--- config.mk ---
export PLATFORM = sky130hd
export DESIGN_NAME = hd44780_lcd_sequencer
export DESIGN_NICKNAME = d
export VERILOG_FILES = /design/src/rtl/hd44780_lcd_sequencer.sv
export SDC_FILE = /design/constraint.sdc
export NUM_CORES = 1
export LEC_CHECK = 0
export BUFFER_PORTS_ARGS = -buffer_cell sky130_fd_sc_hd__buf_2
export CORE_ASPECT_RATIO = 0.7
export CORE_MARGIN = 2
export CORE_UTILIZATION = 65
export DETAILED_ROUTE_END_ITERATION = 12
export GPL_TIMING_DRIVEN = 0
export PLACE_DENSITY = 0.85
export SLEW_MARGIN = 20
export SYNTH_ARGS = -nofsm -noshare
export SYNTH_HDL_FRONTEND = slang
export SYNTH_SLANG_ARGS = --single-unit
export TNS_END_PERCENT = 5
--- constraint.sdc ---
create_clock -name CLK_I -period 7.5 [get_ports CLK_I]
set_input_delay 0.375 -clock CLK_I [delete_from_list [all_inputs] [get_ports CLK_I]]
set_output_delay 0.375 -clock CLK_I [all_outputs]
set_load 0.01 [all_outputs]
--- src/rtl/hd44780_lcd_sequencer.sv ---
// HD44780 4-bit sequencer: runs the power-on init sequence through the nybble
// sender, then splits host bytes into nybble pairs and enforces the
// execution delay after each command or data byte.
module hd44780_lcd_sequencer #(
    parameter int TIMER_BITS  = 20,
    parameter int DLY_POWERUP = 600000,
    parameter int DLY_4P1MS   = 24600,
    parameter int DLY_100US   = 600,
    parameter int DLY_CMD     = 318,
    parameter int DLY_CLEAR   = 18000
) (
    input  logic       CLK_I,
    input  logic       RST_I,
    input  logic       STB_I,
    input  logic       i_rs,
    input  logic [7:0] i_byte,
    output logic       o_busy,
    output logic       o_init_done,
    output logic       o_ns_stb,
    output logic       o_ns_rs,
    output logic [3:0] o_ns_nybble,
    input  logic       i_ns_busy
);

    typedef enum logic [2:0] {PWRUP, NYB_SEND, NYB_WAIT1, NYB_WAIT, DELAY, IDLE} state_t;
    typedef enum logic [1:0] {DSEL_CMD, DSEL_4P1MS, DSEL_100US, DSEL_CLEAR} dsel_t;

    typedef struct packed {
        logic [3:0] nybble;
        logic       rs;
        logic       last;   // a delay follows this nybble
        dsel_t      dsel;
    } rom_entry_t;

    // Final entry of the init ROM (0x0C low nybble)
    localparam logic [3:0] LAST_STEP = 4'd13;

    // Init sequence: four single wake-up nybbles, then five bytes as hi/lo pairs
    function automatic rom_entry_t seq_rom(input logic [3:0] idx);
        case (idx)
            4'd0:    seq_rom = '{4'h3, 1'b0, 1'b1, DSEL_4P1MS};
            4'd1:    seq_rom = '{4'h3, 1'b0, 1'b1, DSEL_100US};
            4'd2:    seq_rom = '{4'h3, 1'b0, 1'b1, DSEL_CMD};
            4'd3:    seq_rom = '{4'h2, 1'b0, 1'b1, DSEL_CMD};
            4'd4:    seq_rom = '{4'h2, 1'b0, 1'b0, DSEL_CMD};
            4'd5:    seq_rom = '{4'h8, 1'b0, 1'b1, DSEL_CMD};
            4'd6:    seq_rom = '{4'h0, 1'b0, 1'b0, DSEL_CMD};
            4'd7:    seq_rom = '{4'h8, 1'b0, 1'b1, DSEL_CMD};
            4'd8:    seq_rom = '{4'h0, 1'b0, 1'b0, DSEL_CMD};
            4'd9:    seq_rom = '{4'h1, 1'b0, 1'b1, DSEL_CLEAR};
            4'd10:   seq_rom = '{4'h0, 1'b0, 1'b0, DSEL_CMD};
            4'd11:   seq_rom = '{4'h6, 1'b0, 1'b1, DSEL_CMD};
            4'd12:   seq_rom = '{4'h0, 1'b0, 1'b0, DSEL_CMD};
            4'd13:   seq_rom = '{4'hC, 1'b0, 1'b1, DSEL_CMD};
            default: seq_rom = '{4'h0, 1'b0, 1'b1, DSEL_CMD};
        endcase
    endfunction

    function automatic logic [TIMER_BITS-1:0] dly_ticks(input dsel_t d);
        case (d)
            DSEL_4P1MS: dly_ticks = TIMER_BITS'(DLY_4P1MS);
            DSEL_100US: dly_ticks = TIMER_BITS'(DLY_100US);
            DSEL_CLEAR: dly_ticks = TIMER_BITS'(DLY_CLEAR);
            default:    dly_ticks = TIMER_BITS'(DLY_CMD);
        endcase
    endfunction

    state_t                  state_reg, state_next;
    logic [TIMER_BITS-1:0]   cnt_reg, cnt_next;
    logic [3:0]              step_reg, step_next;
    logic                    phase_reg, phase_next;      // 0: high nybble of host byte in flight
    logic [7:0]              byte_reg, byte_next;
    logic                    rs_reg, rs_next;
    logic [3:0]              nyb_reg, nyb_next;
    logic                    ns_rs_reg, ns_rs_next;
    logic                    init_done_reg, init_done_next;

    rom_entry_t cur_entry, nxt_entry;
    logic       host_clear;

    assign cur_entry = seq_rom(step_reg);
    assign nxt_entry = seq_rom(step_reg + 4'd1);

    // Clear and home commands need the long execution delay
    assign host_clear = !rs_reg && (byte_reg == 8'h01 || byte_reg == 8'h02 || byte_reg == 8'h03);

    assign o_busy      = (state_reg != IDLE);
    assign o_init_done = init_done_reg;
    assign o_ns_stb    = (state_reg == NYB_SEND) && !i_ns_busy;
    assign o_ns_rs     = ns_rs_reg;
    assign o_ns_nybble = nyb_reg;

    // State and datapath registers; reset restarts the whole init sequence
    always_ff @(posedge CLK_I or negedge RST_I) begin
        if (!RST_I) begin
            state_reg     <= PWRUP;
            cnt_reg       <= TIMER_BITS'(DLY_POWERUP);
            step_reg      <= 4'd0;
            phase_reg     <= 1'b0;
            byte_reg      <= 8'h00;
            rs_reg        <= 1'b0;
            nyb_reg       <= 4'h0;
            ns_rs_reg     <= 1'b0;
            init_done_reg <= 1'b0;
        end else begin
            state_reg     <= state_next;
            cnt_reg       <= cnt_next;
            step_reg      <= step_next;
            phase_reg     <= phase_next;
            byte_reg      <= byte_next;
            rs_reg        <= rs_next;
            nyb_reg       <= nyb_next;
            ns_rs_reg     <= ns_rs_next;
            init_done_reg <= init_done_next;
        end
    end

    // Next-state logic: nybble/rs are loaded on entry to NYB_SEND so they are
    // already valid in the strobe cycle and held until the next strobe
    always_comb begin
        state_next     = state_reg;
        cnt_next       = cnt_reg;
        step_next      = step_reg;
        phase_next     = phase_reg;
        byte_next      = byte_reg;
        rs_next        = rs_reg;
        nyb_next       = nyb_reg;
        ns_rs_next     = ns_rs_reg;
        init_done_next = init_done_reg;
        case (state_reg)
            PWRUP: begin
                if (cnt_reg == '0) begin
                    state_next = NYB_SEND;
                    nyb_next   = cur_entry.nybble;
                    ns_rs_next = cur_entry.rs;
                end else begin
                    cnt_next = cnt_reg - TIMER_BITS'(1);
                end
            end
            NYB_SEND: begin
                if (!i_ns_busy) state_next = NYB_WAIT1;
            end
            NYB_WAIT1: begin
                // sender may take one cycle to raise busy
                state_next = NYB_WAIT;
            end
            NYB_WAIT: begin
                if (!i_ns_busy) begin
                    if (init_done_reg) begin
                        if (!phase_reg) begin
                            phase_next = 1'b1;
                            nyb_next   = byte_reg[3:0];
                            state_next = NYB_SEND;
                        end else begin
                            state_next = DELAY;
                            cnt_next   = host_clear ? TIMER_BITS'(DLY_CLEAR) : TIMER_BITS'(DLY_CMD);
                        end
                    end else if (cur_entry.last) begin
                        state_next = DELAY;
                        cnt_next   = dly_ticks(cur_entry.dsel);
                    end else begin
                        step_next  = step_reg + 4'd1;
                        nyb_next   = nxt_entry.nybble;
                        ns_rs_next = nxt_entry.rs;
                        state_next = NYB_SEND;
                    end
                end
            end
            DELAY: begin
                if (cnt_reg == '0) begin
                    if (init_done_reg) begin
                        state_next = IDLE;
                    end else if (step_reg == LAST_STEP) begin
                        state_next     = IDLE;
                        init_done_next = 1'b1;
                    end else begin
                        step_next  = step_reg + 4'd1;
                        nyb_next   = nxt_entry.nybble;
                        ns_rs_next = nxt_entry.rs;
                        state_next = NYB_SEND;
                    end
                end else begin
                    cnt_next = cnt_reg - TIMER_BITS'(1);
                end
            end
            IDLE: begin
                if (STB_I) begin
                    byte_next  = i_byte;
                    rs_next    = i_rs;
                    nyb_next   = i_byte[7:4];
                    ns_rs_next = i_rs;
                    phase_next = 1'b0;
                    state_next = NYB_SEND;
                end
            end
            default: state_next = PWRUP;
        endcase
    end

endmodule

**Word-level counts from Yosys, hierarchy flattened**

Memory sizes are Yosys's and may differ from the RTL's.
Index checks and enable logic that the tools add are counted.

- Bits in registers: 43
- Memory bits (read-only): 224
- Input port bits: 13
- Output and inout port bits: 8
- Logic and storage cells: 113
- Memories: 2

Memory list:

| memory | depth | width | read ports | clocked after Yosys merged registers in | wr ports | RTL line | RTL |
|---|---|---|---|---|---|---|---|
| (no name shown) | 16 | 7 | 1 | 0 | 0 | 40 | `case (idx)` |
| (no name shown) | 16 | 7 | 1 | 0 | 0 | 40 |  |

- $add $sub $neg: 2
- Eq/ne operators: 28
- Multiplexer cells: 51
- Reductions and logical operators: 21

Operators with widths:

| kind | count |
|---|---|
| $mux W20 | 5 |
| $mux W4 | 15 |
| $pmux W15 S3 | 1 |
| $pmux W20 S2 | 1 |
| $mux W3 | 10 |
| $ne A2 B2 Y1 const B | 11 |
| $logic_not A20 Y1 | 1 |
| $sub A20 B1 Y20 const B | 1 |
| $pmux W3 S6 | 1 |
| $reduce_and A9 Y1 | 2 |
| $eq A8 B2 Y1 const B | 2 |
| $pmux W4 S4 | 1 |
| $mux W15 | 1 |
| $ne A3 B3 Y1 const B | 5 |
| $mux W1 | 13 |
| $reduce_and A5 Y1 | 2 |
| $eq A8 B1 Y1 const B | 1 |
| $pmux W4 S2 | 1 |
| $reduce_and A7 Y1 | 1 |
| $eq A3 B2 Y1 const B | 2 |
| $eq A3 B3 Y1 const B | 2 |
| $reduce_bool A2 Y1 | 3 |
| $add A4 B1 Y4 const B | 1 |
| $eq A2 B2 Y1 const B | 2 |
| other kinds (13) | 17 |

**Depth between registers and ports, before layout**

Gate-level depths: netlist (run 1).

- Depth in word-level cells: 9
- Mapped depth: 9
- Mapped depth without buffers: 8

**Least setup slack after synthesis (run 1)**

OpenSTA, ideal clock, no wires.

- Path kind: register -> register
- Start point: reg cnt_reg[11]
- End point: reg cnt_reg[17]
- Setup time: 78 ps
- Arrival: 2,399 ps
- Required time: 7,422 ps
- Slack: 5,023 ps
- Stages on the path, launching flop included: 7
- Buffers on the path: 1
- Clock period less this slack: 2,477 ps
- Cell sequence: dfrtp_1 -> or4_4 -> buf_6 -> or4_4 -> or4_1 -> or3_1 -> a21oi_1

- Longest elaborated chain between the ends: 3
- Elaborated cells on any way between the ends: 6
- Those cells by class: 1 x add/sub; 1 x eq/ne; 2 x mux; 2 x reduce/logical

RTL lines:

| item | RTL line | RTL |
|---|---|---|
| start, declared | 69 | `logic [TIMER_BITS-1:0] cnt_reg, cnt_next;` |
| start signal, assigned | 97 | `cnt_reg <= TIMER_BITS'(DLY_POWERUP);` |
| start signal, assigned | 107 | `cnt_reg <= cnt_next;` |
| $sub A20 B1 Y20 or $logic_not A20 Y1 (tied branches) | -- |  |
| $mux W20 or $ne A2 B2 Y1 (tied branches) | -- |  |
| $pmux W20 S2 or $reduce_and A5 Y1 (tied branches) | -- |  |

Parallel ways exist; a longest one is shown, timed or not. The select of a mux whose other input is x is not followed.
A chain may end at the register's enable or synchronous reset.

**Worst setup path in the final report (run 1)**

- Start point: reg cnt_reg[11]
- End point: reg step_reg[2]

- Longest elaborated chain between the ends: 3

RTL lines:

| item | RTL line | RTL |
|---|---|---|
| $logic_not A20 Y1 | 170 | `if (cnt_reg == '0) begin` |
| $ne A2 B2 Y1 (no source line) | -- |  |
| $reduce_and A7 Y1 (no source line) | -- |  |
| end signal, assigned | 108 | `step_reg <= step_next;` |
| end, declared | 70 | `logic [3:0] step_reg, step_next;` |

Every way passes these cells.

==> results by stage, run 1 <==
Status:
- The flow ran to the end, and the final reports show no timing, DRC or antenna violations.

CTS:
- Clock latency on the worst-skew pair, taken at its later pin, is approximately 0.31 ns.
- The number of gates resized after CTS was 0.
- The number of setup buffers added after CTS is 0.
- The number of levels in the clock H-tree is 2.
- The maximum count of clock buffers along a single path is 2.
- In this run, CTS created clock tree buffers numbering 5.
- After clock tree synthesis, the clock-pin slew on the worst setup and hold paths is approximately 0.090 ns.
- CTS saw 43 sinks.
- TritonCTS built the clock tree.
- The number of hold buffers added after cts is 0.
- In this run the clock root is driven by a clkbuf_8.

Cells and area:
- After the last flow step, the layout net total stands at 360.
- The number of antenna diodes in the final layout is 0.
- After filler insertion, the fill cell instance count of the layout stands at 293.
- The multi-input combinational cell area is around 1600 sq um.
- After routing the design area is 3020 sq um.
- The register with the most flip-flops in the layout has 20 of them.
- The footprint of the flip-flops and latches is 1090 sq um.
- The share of final-layout standard cells stronger than drive strength 1 is 15.7%.
- Cells fill 75.3% of the core in the end.
- Relative to the synthesized area, the layout overhead comes to 9.02%.

Global routing:
- Entering global routing, the biggest net connects 44 pins.
- In the global route stage, overall resource usage came out at 31.6%.
- The first global-routing pass estimated 11,300 um of wire.
- The remaining global-route overflow is 0.
- The initial antenna violation count was 0.
- The via count of the first global-routing pass is 2,278.

Logic synthesis:
- In the post-synthesis netlist, the biggest area contributors are dfrtp_1 (32%), dfstp_2 (7.6%), nand2_1 (5.8%).
- The count of flip-flops with a built-in enable after synthesis is 0.
- The cell count after synthesis came out at a little over 300.
- In the post-synthesis netlist, the cell with the most instances is nand2_1.
- The number of different library cells in the post-synthesis netlist is 60.
- The post-synthesis sequential area ratio is 39.2%.
- The cell area that synthesis handed to floorplanning was between 2000 and 3000 sq um.
- The biggest area contributor in the post-synthesis netlist is dfrtp_1.
- Of all flip-flops after synthesis, the portion carrying an async set or reset was 100%.
- Counting every net in the synthesized netlist gives 333.
- The number of synthesized register bits is 43.
- The mean cell area of the mapped netlist is 8.98 sq um.
- The top flip-flop cell by instance count after synthesis is dfrtp_1.
- The fraction of synthesized cell area taken by the top area cell type is 31.6%.
- The commonest cells after synthesis are nand2_1 (43), dfrtp_1 (35), a21oi_1 (16).
- For this run, the number of Yosys warnings is 0.

Floorplanning:
- In this run the vertical extent of the chip is between 50 and 60 um.
- Once the floorplan was initialized, standard cells occupied slightly below 70% of the core.
- For this design the top-level I/O count stands at 21.
- The core region area is 4020 sq um.
- The die extent in x is roughly 82 um.
- The die area is 4810 sq um.
- Row generation in the floorplan step produced 19 rows.

Setup path:
- The signal arrival time at the worst endpoint is 3.00 ns.
- For the worst flop-to-flop path, the logic depth is 6.
- The maximum single-stage delay on the critical path is 0.58 ns.
- The termination of the worst setup path is step_reg[2].
- The category of the worst setup path capture point is a flip-flop.
- The data required time of the critical path is about 7.7 ns.
- The type of the worst setup path is reg2reg.
- The launch instance of the worst register-to-register path is cnt_reg[11].
- The slowest stage of the critical path belongs to the cell nor4b_2.
- Setup slack on the worst reg-to-reg path comes out at ~4.7 ns.
- The signal on the critical path passes through or4_4, buf_6, nor4b_2, nand3_1, a21oi_1, mux2_2.
- The startpoint of the worst setup timing path is cnt_reg[11].
- The critical-path maximum fanout is 7.
- The worst setup path is launched from a flip-flop.
- The worst register-to-register path ends at step_reg[2].

STA:
- Setup repair after global routing left no endpoint under its margin.
- Setup total negative slack on the finished layout was measured at 0 ns.
- The final critical-path required period is roughly 2.8 ns.
- The maximum operating frequency is 0.357 GHz.
- The setup clock skew after layout is between 0.006 and 0.007 ns.
- In the post-route analysis, the smallest setup slack over all paths is 4.70 ns.
- The final count of pins violating max slew is 0.
- The final-report setup violation count is 0.
- The actual transition at the worst max-transition pin is 0.932 ns.
- The number of hold violations in the final report is 0.
- Measured against its own limit, the worst slew margin works out to 37.9%.
- The fraction of the cycle the final worst path needs is 37.4%.

Min path:
- The path type of the worst min-delay path is in2async.

Route:
- Dividing the detail-routed wire length by the instance count gives 17.8 um.
- The total met3 wirelength after detailed routing is 820 um.
- The first TritonRoute pass finished after 6 iterations.
- The final layout contains routed wiring with a total length of 6940 um.
- The detailed router's first-iteration violation count is between 300 and 400.
- The vias after detailed routing is 2,607.
- The highest metal layer carrying signal wires in the routed design is met4.
- In the final routing, the length of wire on met1 measures approximately 3300 um.
- For this run, design rule violations remaining after detail routing come to 0.
- Once detail routing completed, the nets flagged for antenna violations numbered 0.
- Using the TritonRoute via totals, the vias-per-cell ratio works out to roughly 6.7.
- The routed length on met2 is 2720 um.

Place:
- The pre-CTS setup slack is around 4.8 ns.
- The post-detailed-placement half-perimeter wirelength is 5100 um.
- The quantity of I/O buffers inserted on ports is 20.
- Summing all placed instances gives a cell area of around 2900 sq um.
- At the end of routability-driven placement, the weighted congestion stood at 0.965.

Run:
- The max-cap violation count is 0.

Power and ir drop:
- The maximum vdd drop is around 250 uV.
- For this design the static power due to leakage is 1.28 nW.
- Power spread over the standard cell area amounts to 341 nW/um^2.
==> layer usage <==
metal | GRT usage [%] | vias to the layer above
met1 | 51.1 | 1232
li1 | - | 1213
met3 | 9.97 | 12
met5 | 0 | -
met2 | 40.2 | 150
met4 | 8.10 | 0
==> how the worst min path moves through the flow <==
stage	endpoint	slack [ns]	cells past startpoint
finish	cnt_reg[18]	0.21	1
global placement	byte_reg[4]	0.46	2
floorplan	byte_reg[0]	0.08	0
detailed placement	cnt_reg[13]	0.47	2
global route	byte_reg[0]	0.27	3
CTS	cnt_reg[18]	0.25	1
==> placed cells by master (no fill, tap or decap), types with 8 or more instances in the layout <==
master     n
clkbuf_1  15
nand2_1   43
a21oi_1   16
nor4_1     8
nor2_1    11
a31oi_1   10
dfstp_2    8
o21ai_0   12
inv_1      9
buf_2     22
dfrtp_1   35
nand3_1   15
ha_1      11
==> cell families after synthesis <==
kind of cell	Yosys count	share of synthesized area (%)
AO/OA/AOI/OAI	86	21.5
AND/OR/NAND/NOR	126	24.5
XOR/XNOR	6	1.89
buffers and inverters	27	4.01
adder cells (fa/ha/maj)	11	4.96
multiplexers	10	3.92
flip-flops	43	39.2
==> report_power, final <==
group          internal (W)  switching [W]
sequential         0.000334      0.0000853
clock             0.0000652      0.0000840
combinational      0.000187       0.000277
==> final cells by class <==
| type | instances | area share, % |
|---|---|---|
| multi-input combinational | 239 | 52.1 |
| sequential | 43 | 35.9 |
| clock inverter | 2 | 0.414 |
| tap | 52 | 2.15 |
| inverter | 9 | 1.12 |
| clock buffer | 6 | 2.40 |
| buffer | 18 | 2.57 |
| timing repair buffer | 20 | 3.31 |
==> through the flow <==
step	total power (W)	hold WS, ns	instances
global route	0.00111	0.268	389
CTS	0.00102	0.250	389
global placement	0.000853	0.459	381
finish	0.00103	0.206	389
detailed placement	0.000868	0.469	381
floorplan	0.000732	0.0794	309
==> worst max-delay path, delay by kind of cell, from the launching register on <==
| kind | cells | cell delay (ns) |
|---|---|---|
| buffers and inverters | 1 | 0.14 |
| flip-flops | 1 | 0.41 |
| multiplexers | 1 | 0.38 |
| AND/OR/NAND/NOR | 3 | 1.36 |
| AO/OA/AOI/OAI | 1 | 0.40 |
No activity file was read; power rests on OpenSTA's default activity.
==> run 2, diff against run 1 <==
--- a/config.mk
+++ b/config.mk
@@ -8,10 +8,10 @@
 export BUFFER_PORTS_ARGS = -buffer_cell sky130_fd_sc_hd__buf_2
 export CORE_ASPECT_RATIO = 0.7
 export CORE_MARGIN = 2
-export CORE_UTILIZATION = 65
+export CORE_UTILIZATION = 54
 export DETAILED_ROUTE_END_ITERATION = 12
 export GPL_TIMING_DRIVEN = 0
-export PLACE_DENSITY = 0.85
+export PLACE_DENSITY = 0.76
 export SLEW_MARGIN = 20
 export SYNTH_ARGS = -nofsm -noshare
 export SYNTH_HDL_FRONTEND = slang
==> constraint.sdc (replaced) <==
create_clock -name CLK_I -period 2.5 [get_ports CLK_I]
set_input_delay 0.125 -clock CLK_I [delete_from_list [all_inputs] [get_ports CLK_I]]
set_output_delay 0.125 -clock CLK_I [all_outputs]
set_load 0.01 [all_outputs]
==> run 2 against run 1 <==
  * Flip-flop and latch count did not move
  * Combinational power rose to 3.1 times the previous value
  * Maximum frequency rose by 13%
  * Global-route usage is 4.8 points lower
  * The run now ends with hold timing left
  * Hold slack got worse by 0.24 ns
  * Non-clock buffer count grew 4
  * Die area increased by 19%
  * Routed wire length increased by 3.0%
  * Critical path type unchanged
  * Largest cell class unchanged
  * First-iteration DRC count is 8.4% higher
==> results by stage, run 2 (same netlist as run 1, synthesis figures left out) <==
CTS:
- The number of sinks handled by clock tree synthesis is 43 (unchanged).
- The CTS buffer count came to 5 (unchanged).
- The maximum count of clock buffers along a single path is 2 (unchanged).
- The insertion delay of the later-clocked pin in the worst-skew pair is 0.30 ns (about the same).
- The number of levels in the clock H-tree was 2 (unchanged).
- The CTS clock-pin slew for the worst setup and hold paths is 0.08 ns (about the same).
- The TritonCTS clock tree is built.
- The clock root buffer is clkbuf_8.

Route:
- The routed length on met2 is 2840 um (+4.4%).
- The routed wire length is 7150 um (+3.0%).
- The top layer used by detailed routing is met4.
- The average vias per placed instance is 6.45 (-3.7%).
- The first-pass iteration count of the detailed router is 5 (-1).
- The average detailed-routed wire length per instance is 17.4 um (-2.3%).
- The routed length on met1 is 3410 um (+3.0%).
- The detailed router's first-iteration violation count is 334 (+8.4%).
- The final routed DRC violation total is 0 (unchanged).
- The number of nets still failing antenna checks after routing is 0 (unchanged).
- The vias after detailed routing is 2,646 (+1.5%).
- The total met3 wirelength after detailed routing is 816 um (-0.49%).

Global routing:
- The total global-route track usage is 26.8% (-4.8 points).
- The wire length of the first global-routing pass is 11,900 um (+5.5%).
- The pin count of the biggest net entering global routing is 44 (unchanged).
- The initial antenna violation count came to 0 (unchanged).
- The via count of the first global-routing pass is 2,351 (+3.2%).
- The remaining global-route overflow is 0 (unchanged).

Status:
- The final reports fail on hold timing.
- The flow ran to the end, but the final reports show violations.

Run:
- The max-cap violation count is 0 (unchanged).

Floorplanning:
- The die area is 5740 sq um (+19%).
- The number of placement rows was 21 (+2).
- The die span in y is 64.0 um (+9.1%).
- The die extent in x is 89.7 um (+9.2%).
- The initial core utilization was 57.1% (-12 points).
- The number of placed I/O pins is 21 (unchanged).
- The core region area was 4860 sq um (+21%).

Cells and area:
- Leaving out fill and tap cells, the most frequent cell in the layout is nand2_1.
- The net count reported at finish is 364 (+1.1%).
- The share of final-layout standard cells stronger than drive strength 1 was 21.1% (+5.4 points).
- The count of antenna diodes in the layout is 0 (unchanged).
- The flip-flop count of the largest register, all copies and words added was 20 (unchanged).
- The layout-stage area growth over the synthesis result is 13.8%.
- The top cell types in the final layout, fill and taps aside, are nand2_1 (43), dfrtp_1 (33), buf_2 (22).

Setup path:
- The data required time of the critical path is 2.73 ns (-4.96 ns).
- The signal arrival time at the worst endpoint was 2.71 ns (-0.29 ns).
- The type of the worst setup path is reg2reg.
- The most critical setup path has its startpoint at cnt_reg[8].
- STA classifies the critical path endpoint as a flip-flop.
- The critical-path maximum fanout is 5 (-2).
- The launch instance of the worst register-to-register path is cnt_reg[8].
- The worst setup path is launched from a flip-flop.

Power and ir drop:
- The maximum vdd drop was 485 uV (+98%).
- The leakage power of the design is 1.31 nW (+2.4%).
- The ratio of total power to cell area is 998 nW/um^2 (+190%).

STA:
- The actual transition at the worst max-transition pin is 0.970 ns (+0.0381 ns).
- The worst hold margin came to -0.0307 ns (-0.237 ns).
- The worst relative slew slack came to 35.3% (-2.5 points).
- The fraction of the cycle the final worst path needs came to 99.3% (+62 points).
- The final count of pins violating max slew is 0 (unchanged).
- The number of hold violations in the final report is 35 (+35).
- The final critical-path required period is 2.48 ns (-0.319 ns).
- The slack of the critical path came to 0.0171 ns (-4.68 ns).
- The maximum operating frequency is 0.403 GHz (+13%).
- The setup clock skew after layout is 0.00501 ns (-0.00157 ns).
- The final-report setup violation count is 0 (unchanged).
- Setup repair after global routing could not meet its margin everywhere.

Place:
- The quantity of I/O buffers inserted on ports was 20 (unchanged).
- The weighted congestion at the end of routability-driven global placement was 0.919 (-4.8%).
- The post-detailed-placement half-perimeter wirelength is 5070 um (-0.57%).
- The pre-CTS setup slack is -0.192 ns (-5.00 ns).

Min path:
- The worst hold path belongs to the class in2async.
[run 2: power breakdown]
group	total (W)	internal, W	switching, W
logic	0.00145	0.000594	0.000853
registers	0.00127	0.00100	0.000263
clock network	0.000440	0.000196	0.000244
total	0.00315	0.00179	0.00136
[run 2: area by class of cell]
class | instances | area, sq um
well taps | 69 | 86.3
multi-input cells | 239 | 1660
flip-flops and latches | 43 | 1090
repair buffers | 25 | 138
clock inverters | 2 | 12.5
plain buffers | 17 | 68.8
inverters | 9 | 33.8
fillers | 416 | 1700
clock buffers | 6 | 72.6
[run 2: final timing paths]
check	end	slack, ns	cells past startpoint
worst max-delay path	cnt_reg[17]	0.02	5
max in group asynchronous	step_reg[0]	1.86	1
worst max register to register	cnt_reg[17]	0.02	5
worst min register to register	cnt_reg[13]	0.49	2
min in group CLK_I	byte_reg[1]	0.01	3
worst min-delay path	cnt_reg[0]	-0.03	1
[run 2: what timing repair did]
item / in CTS / in global routing
buffers inserted: 0 / 5
setup endpoints to repair: 18 / 23
hold buffers: 0 / 0
pin swaps: 2 / 4
gates resized for setup: 6 / 15
endpoints found under the hold margin: 0 / 0
[run 2: metrics by stage]
step           cells  setup TNS, ns  instance area, sq um  power, W  util [%]
2_1_floorplan    309              0                  2770   0.00220         -
3_3_place_gp     398          -1.11                  2960   0.00257      60.9
3_5_place_dp     398          -1.27                  2960   0.00260      60.9
4_1_cts          406        -0.0608                  3080   0.00306      63.4
5_1_grt          410         -0.408                  3160   0.00340      65.0
6_report         410              0                  3160   0.00315      65.0
[run 2: worst max-delay path, cell delays in order, from the launching register on]
cell and delay, ns:
dfstp_2 0.40, or4_4 0.59, or4_4 0.58, or4_4 0.42, or3_1 0.31, a21oi_1 0.12
[run 2: metal layers]
metal  track usage [%]  up-vias
li1                  -     1218
met1              43.7     1260
met2              35.0      156
met3              6.98       12
met4              5.78        0
met5                 0        -
==> run 3, diff against run 2 <==
--- a/config.mk
+++ b/config.mk
@@ -11,6 +11,7 @@
 export CORE_UTILIZATION = 54
 export DETAILED_ROUTE_END_ITERATION = 12
 export GPL_TIMING_DRIVEN = 0
+export HOLD_SLACK_MARGIN = 0.02
 export PLACE_DENSITY = 0.76
 export SLEW_MARGIN = 20
 export SYNTH_ARGS = -nofsm -noshare
==> run 3 against run 2 <==
  * Cell area rose by 1.6%
  * Final cell count rose by 1.2%
  * Critical path type unchanged
  * Die area did not move
  * Largest power group unchanged
  * Via count rose by 0.45%
  * The flow now finishes without violations
  * Clock skew rose by 0.0070 ns
  * Flip-flop and latch count did not move
==> results by stage, run 3 (same netlist as run 1, synthesis figures left out) <==
Setup path:
- The startpoint of the worst setup timing path is state_reg[1].
- The worst register-to-register path ends at cnt_reg[8].
- The critical path goes through clkbuf_1, nor2_1, a31oi_2, nand2_1, a21o_1, a222oi_1.
- The maximum single-stage delay on the critical path is 0.44 ns (-0.15 ns).
- The cell depth of the worst flop-to-flop path is 6 (+1).
- The critical-path maximum fanout is 10 (+5).
- The startpoint identified for the worst register-to-register timing path is state_reg[1].
- The data required time of the critical path is 2.69 ns (-0.04 ns).
- The type of the worst setup path is reg2reg.
- The standard cell with the maximum stage delay on the critical path is a31oi_2.
- The flop-to-flop setup slack is 0.02 ns (about the same).
- The worst setup path is captured at a flip-flop.
- The worst setup path is launched from a flip-flop.
- The signal arrival time at the worst endpoint is 2.67 ns (-0.04 ns).
- The kind of cell with the highest combined delay on the critical path is compound AO/OA/AOI/OAI gates.
- The count of buffering cells on the critical path with inverters included is 1 (+1).

CTS:
- TritonCTS built the clock tree.
- The number of levels in the clock H-tree is 2 (unchanged).
- The insertion delay of the later-clocked pin in the worst-skew pair was 0.30 ns (about the same).
- The maximum count of clock buffers along a single path came to 2 (unchanged).
- The number of sinks handled by clock tree synthesis was 43 (unchanged).
- The clock root buffer is clkbuf_8.
- The CTS clock-pin slew for the worst setup and hold paths is 0.09 ns (about the same).
- The CTS buffer count came to 5 (unchanged).

STA:
- The slack of the critical path is 0.0151 ns (-0.00198 ns).
- The maximum operating frequency is 0.402 GHz (about the same).
- The final critical-path required period came to 2.48 ns (+0.00198 ns).
- Setup repair after global routing could not meet its margin everywhere.
- The fraction of the cycle the final worst path needs is 99.4% (about the same).
- The final count of pins violating max slew is 0 (unchanged).
- The final-report setup violation count is 0 (unchanged).
- The number of hold violations in the final report is 0 (-100%).
- The worst relative slew slack is 36.5% (+1.2 points).
- The setup clock skew after layout is 0.0120 ns (+0.00695 ns).
- The actual transition at the worst max-transition pin is 0.952 ns (-0.0179 ns).

Cells and area:
- The multi-input combinational cell area came to 1660 sq um (unchanged).
- The area of all placed cells without fillers is 3210 sq um (+1.6%).
- The share of final-layout standard cells stronger than drive strength 1 is 20.8% (-0.31 points).
- The footprint of the flip-flops and latches is 1090 sq um (unchanged).
- The total of fill cells in the finished design is 408 (-1.9%).
- The top cell types in the final layout, fill and taps aside, are nand2_1 (43), dfrtp_1 (33), buf_2 (22).
- The flip-flop count of the largest register, all copies and words added came to 20 (unchanged).
- The layout-stage area growth over the synthesis result is 15.7%.
- The count of antenna diodes in the layout is 0 (unchanged).
- The commonest non-fill, non-tap cell in the layout is nand2_1.
- The net count reported at finish was 369 (+1.4%).

Place:
- The quantity of I/O buffers inserted on ports is 20 (unchanged).
- The weighted congestion at the end of routability-driven global placement is 0.919 (unchanged).
- The post-detailed-placement half-perimeter wirelength came to 5070 um (unchanged).
- The instance area at placement came to 2960 sq um (unchanged).
- The pre-CTS setup slack is -0.192 ns (unchanged).

Route:
- The routed wire length is 7220 um (+0.92%).
- The detailed router's first-iteration violation count was 268 (-20%).
- The average vias per placed instance is 6.40 (-0.76%).
- The first-pass iteration count of the detailed router is 5 (unchanged).
- The number of nets still failing antenna checks after routing came to 0 (unchanged).
- The average detailed-routed wire length per instance came to 17.4 um (-0.29%).
- The final routed DRC violation total was 0 (unchanged).
- The vias after detailed routing came to 2,658 (+0.45%).

Min path:
- The worst hold path belongs to the class in2reg.
- In this run the most critical hold path is launched from i_rs.
- The worst hold path stage count is 3.
- The worst hold path terminates at o_ns_rs.

Run:
- The max-cap violation count is 0 (unchanged).

Floorplanning:
- The die span in y is 64.0 um (unchanged).
- The die extent in x is 89.7 um (unchanged).
- The number of placed I/O pins came to 21 (unchanged).
- The number of placement rows was 21 (unchanged).
- The die area is 5740 sq um (unchanged).
- The core region area came to 4860 sq um (unchanged).
- The initial core utilization is 57.1% (unchanged).

Status:
- The flow ran to the end, and the final reports show no timing, DRC or antenna violations.

Global routing:
- The total global-route track usage is 27.1% (+0.32 points).
- The via count of the first global-routing pass came to 2,385 (+1.4%).
- The pin count of the biggest net entering global routing came to 44 (unchanged).
- The initial antenna violation count is 0 (unchanged).
- The wire length of the first global-routing pass is 12,000 um (+0.93%).
- The remaining global-route overflow is 0 (unchanged).

Power and ir drop:
- The leakage power of the design is 1.33 nW (+1.6%).
- The maximum vdd drop came to 489 uV (+0.69%).
- The ratio of total power to cell area was 984 nW/um^2 (-1.4%).
==> run 3: cell types whose count changed in the layout (fill, tap and decap cells not counted), sizes merged <==
cell and change:
dlygate4sd3 +5
==> run 3: where the power goes <==
group | internal [W] | switching, W | leakage [nW]
combinational | 0.000599 | 0.000853 | 0.782
sequential | 0.00100 | 0.000260 | 0.509
clock | 0.000196 | 0.000248 | 0.0412
total | 0.00180 | 0.00136 | 1.33
==> run 3: worst max path at each step <==
stage | end | cells after the start
global placement | step_reg[2] | 6
finish | cnt_reg[8] | 6
global route | cnt_reg[7] | 8
CTS | cnt_reg[17] | 6
floorplan | cnt_reg[17] | 6
detailed placement | step_reg[2] | 6
==> run 3: worst register-to-register path, delay by kind of cell (launching register included) <==
kind	cells	cell delay, ns
AND/OR/NAND/NOR	2	0.58
AO/OA/AOI/OAI	3	1.02
flip-flops	1	0.35
buffers and inverters	1	0.43
==> run 3: routing by layer <==
metal	global-route usage [%]	part of all wire [%]	vias to the layer above
met5	0	0	-
li1	-	-	1229
met1	43.8	48	1272
met3	6.98	10	14
met2	35.9	40	143
met4	5.78	0.87	0
==> run 3: cell type report <==
class,count,share of cell area [%]
inverters,9,1.05
clock inverters,2,0.390
repair buffers,30,5.85
clock buffers,6,2.26
plain buffers,17,2.15
multi-input cells,239,51.7
well taps,69,2.69
flip-flops and latches,43,33.9
==> run 3: per-stage QoR <==
step           setup TNS (ns)  std cells  total power [W]  util, %  hold slack (ns)
4_1_cts               -0.0608        411          0.00307     64.4           0.0344
6_report                    0        415          0.00316     66.0           0.0319
5_1_grt                -0.408        415          0.00341     66.0           0.0334
3_3_place_gp            -1.11        398          0.00257     60.9            0.315
2_1_floorplan               0        309          0.00220        -           -0.171
3_5_place_dp            -1.27        398          0.00260     60.9            0.319
==> run 3: what timing repair did <==
| item | CTS | global route |
|---|---|---|
| hold endpoints to repair | 26 | 0 |
| pin swaps | 2 | 4 |
| setup buffers | 0 | 5 |
| resized for setup | 6 | 15 |
| setup endpoints to repair | 18 | 23 |
| hold buffers | 5 | 0 |
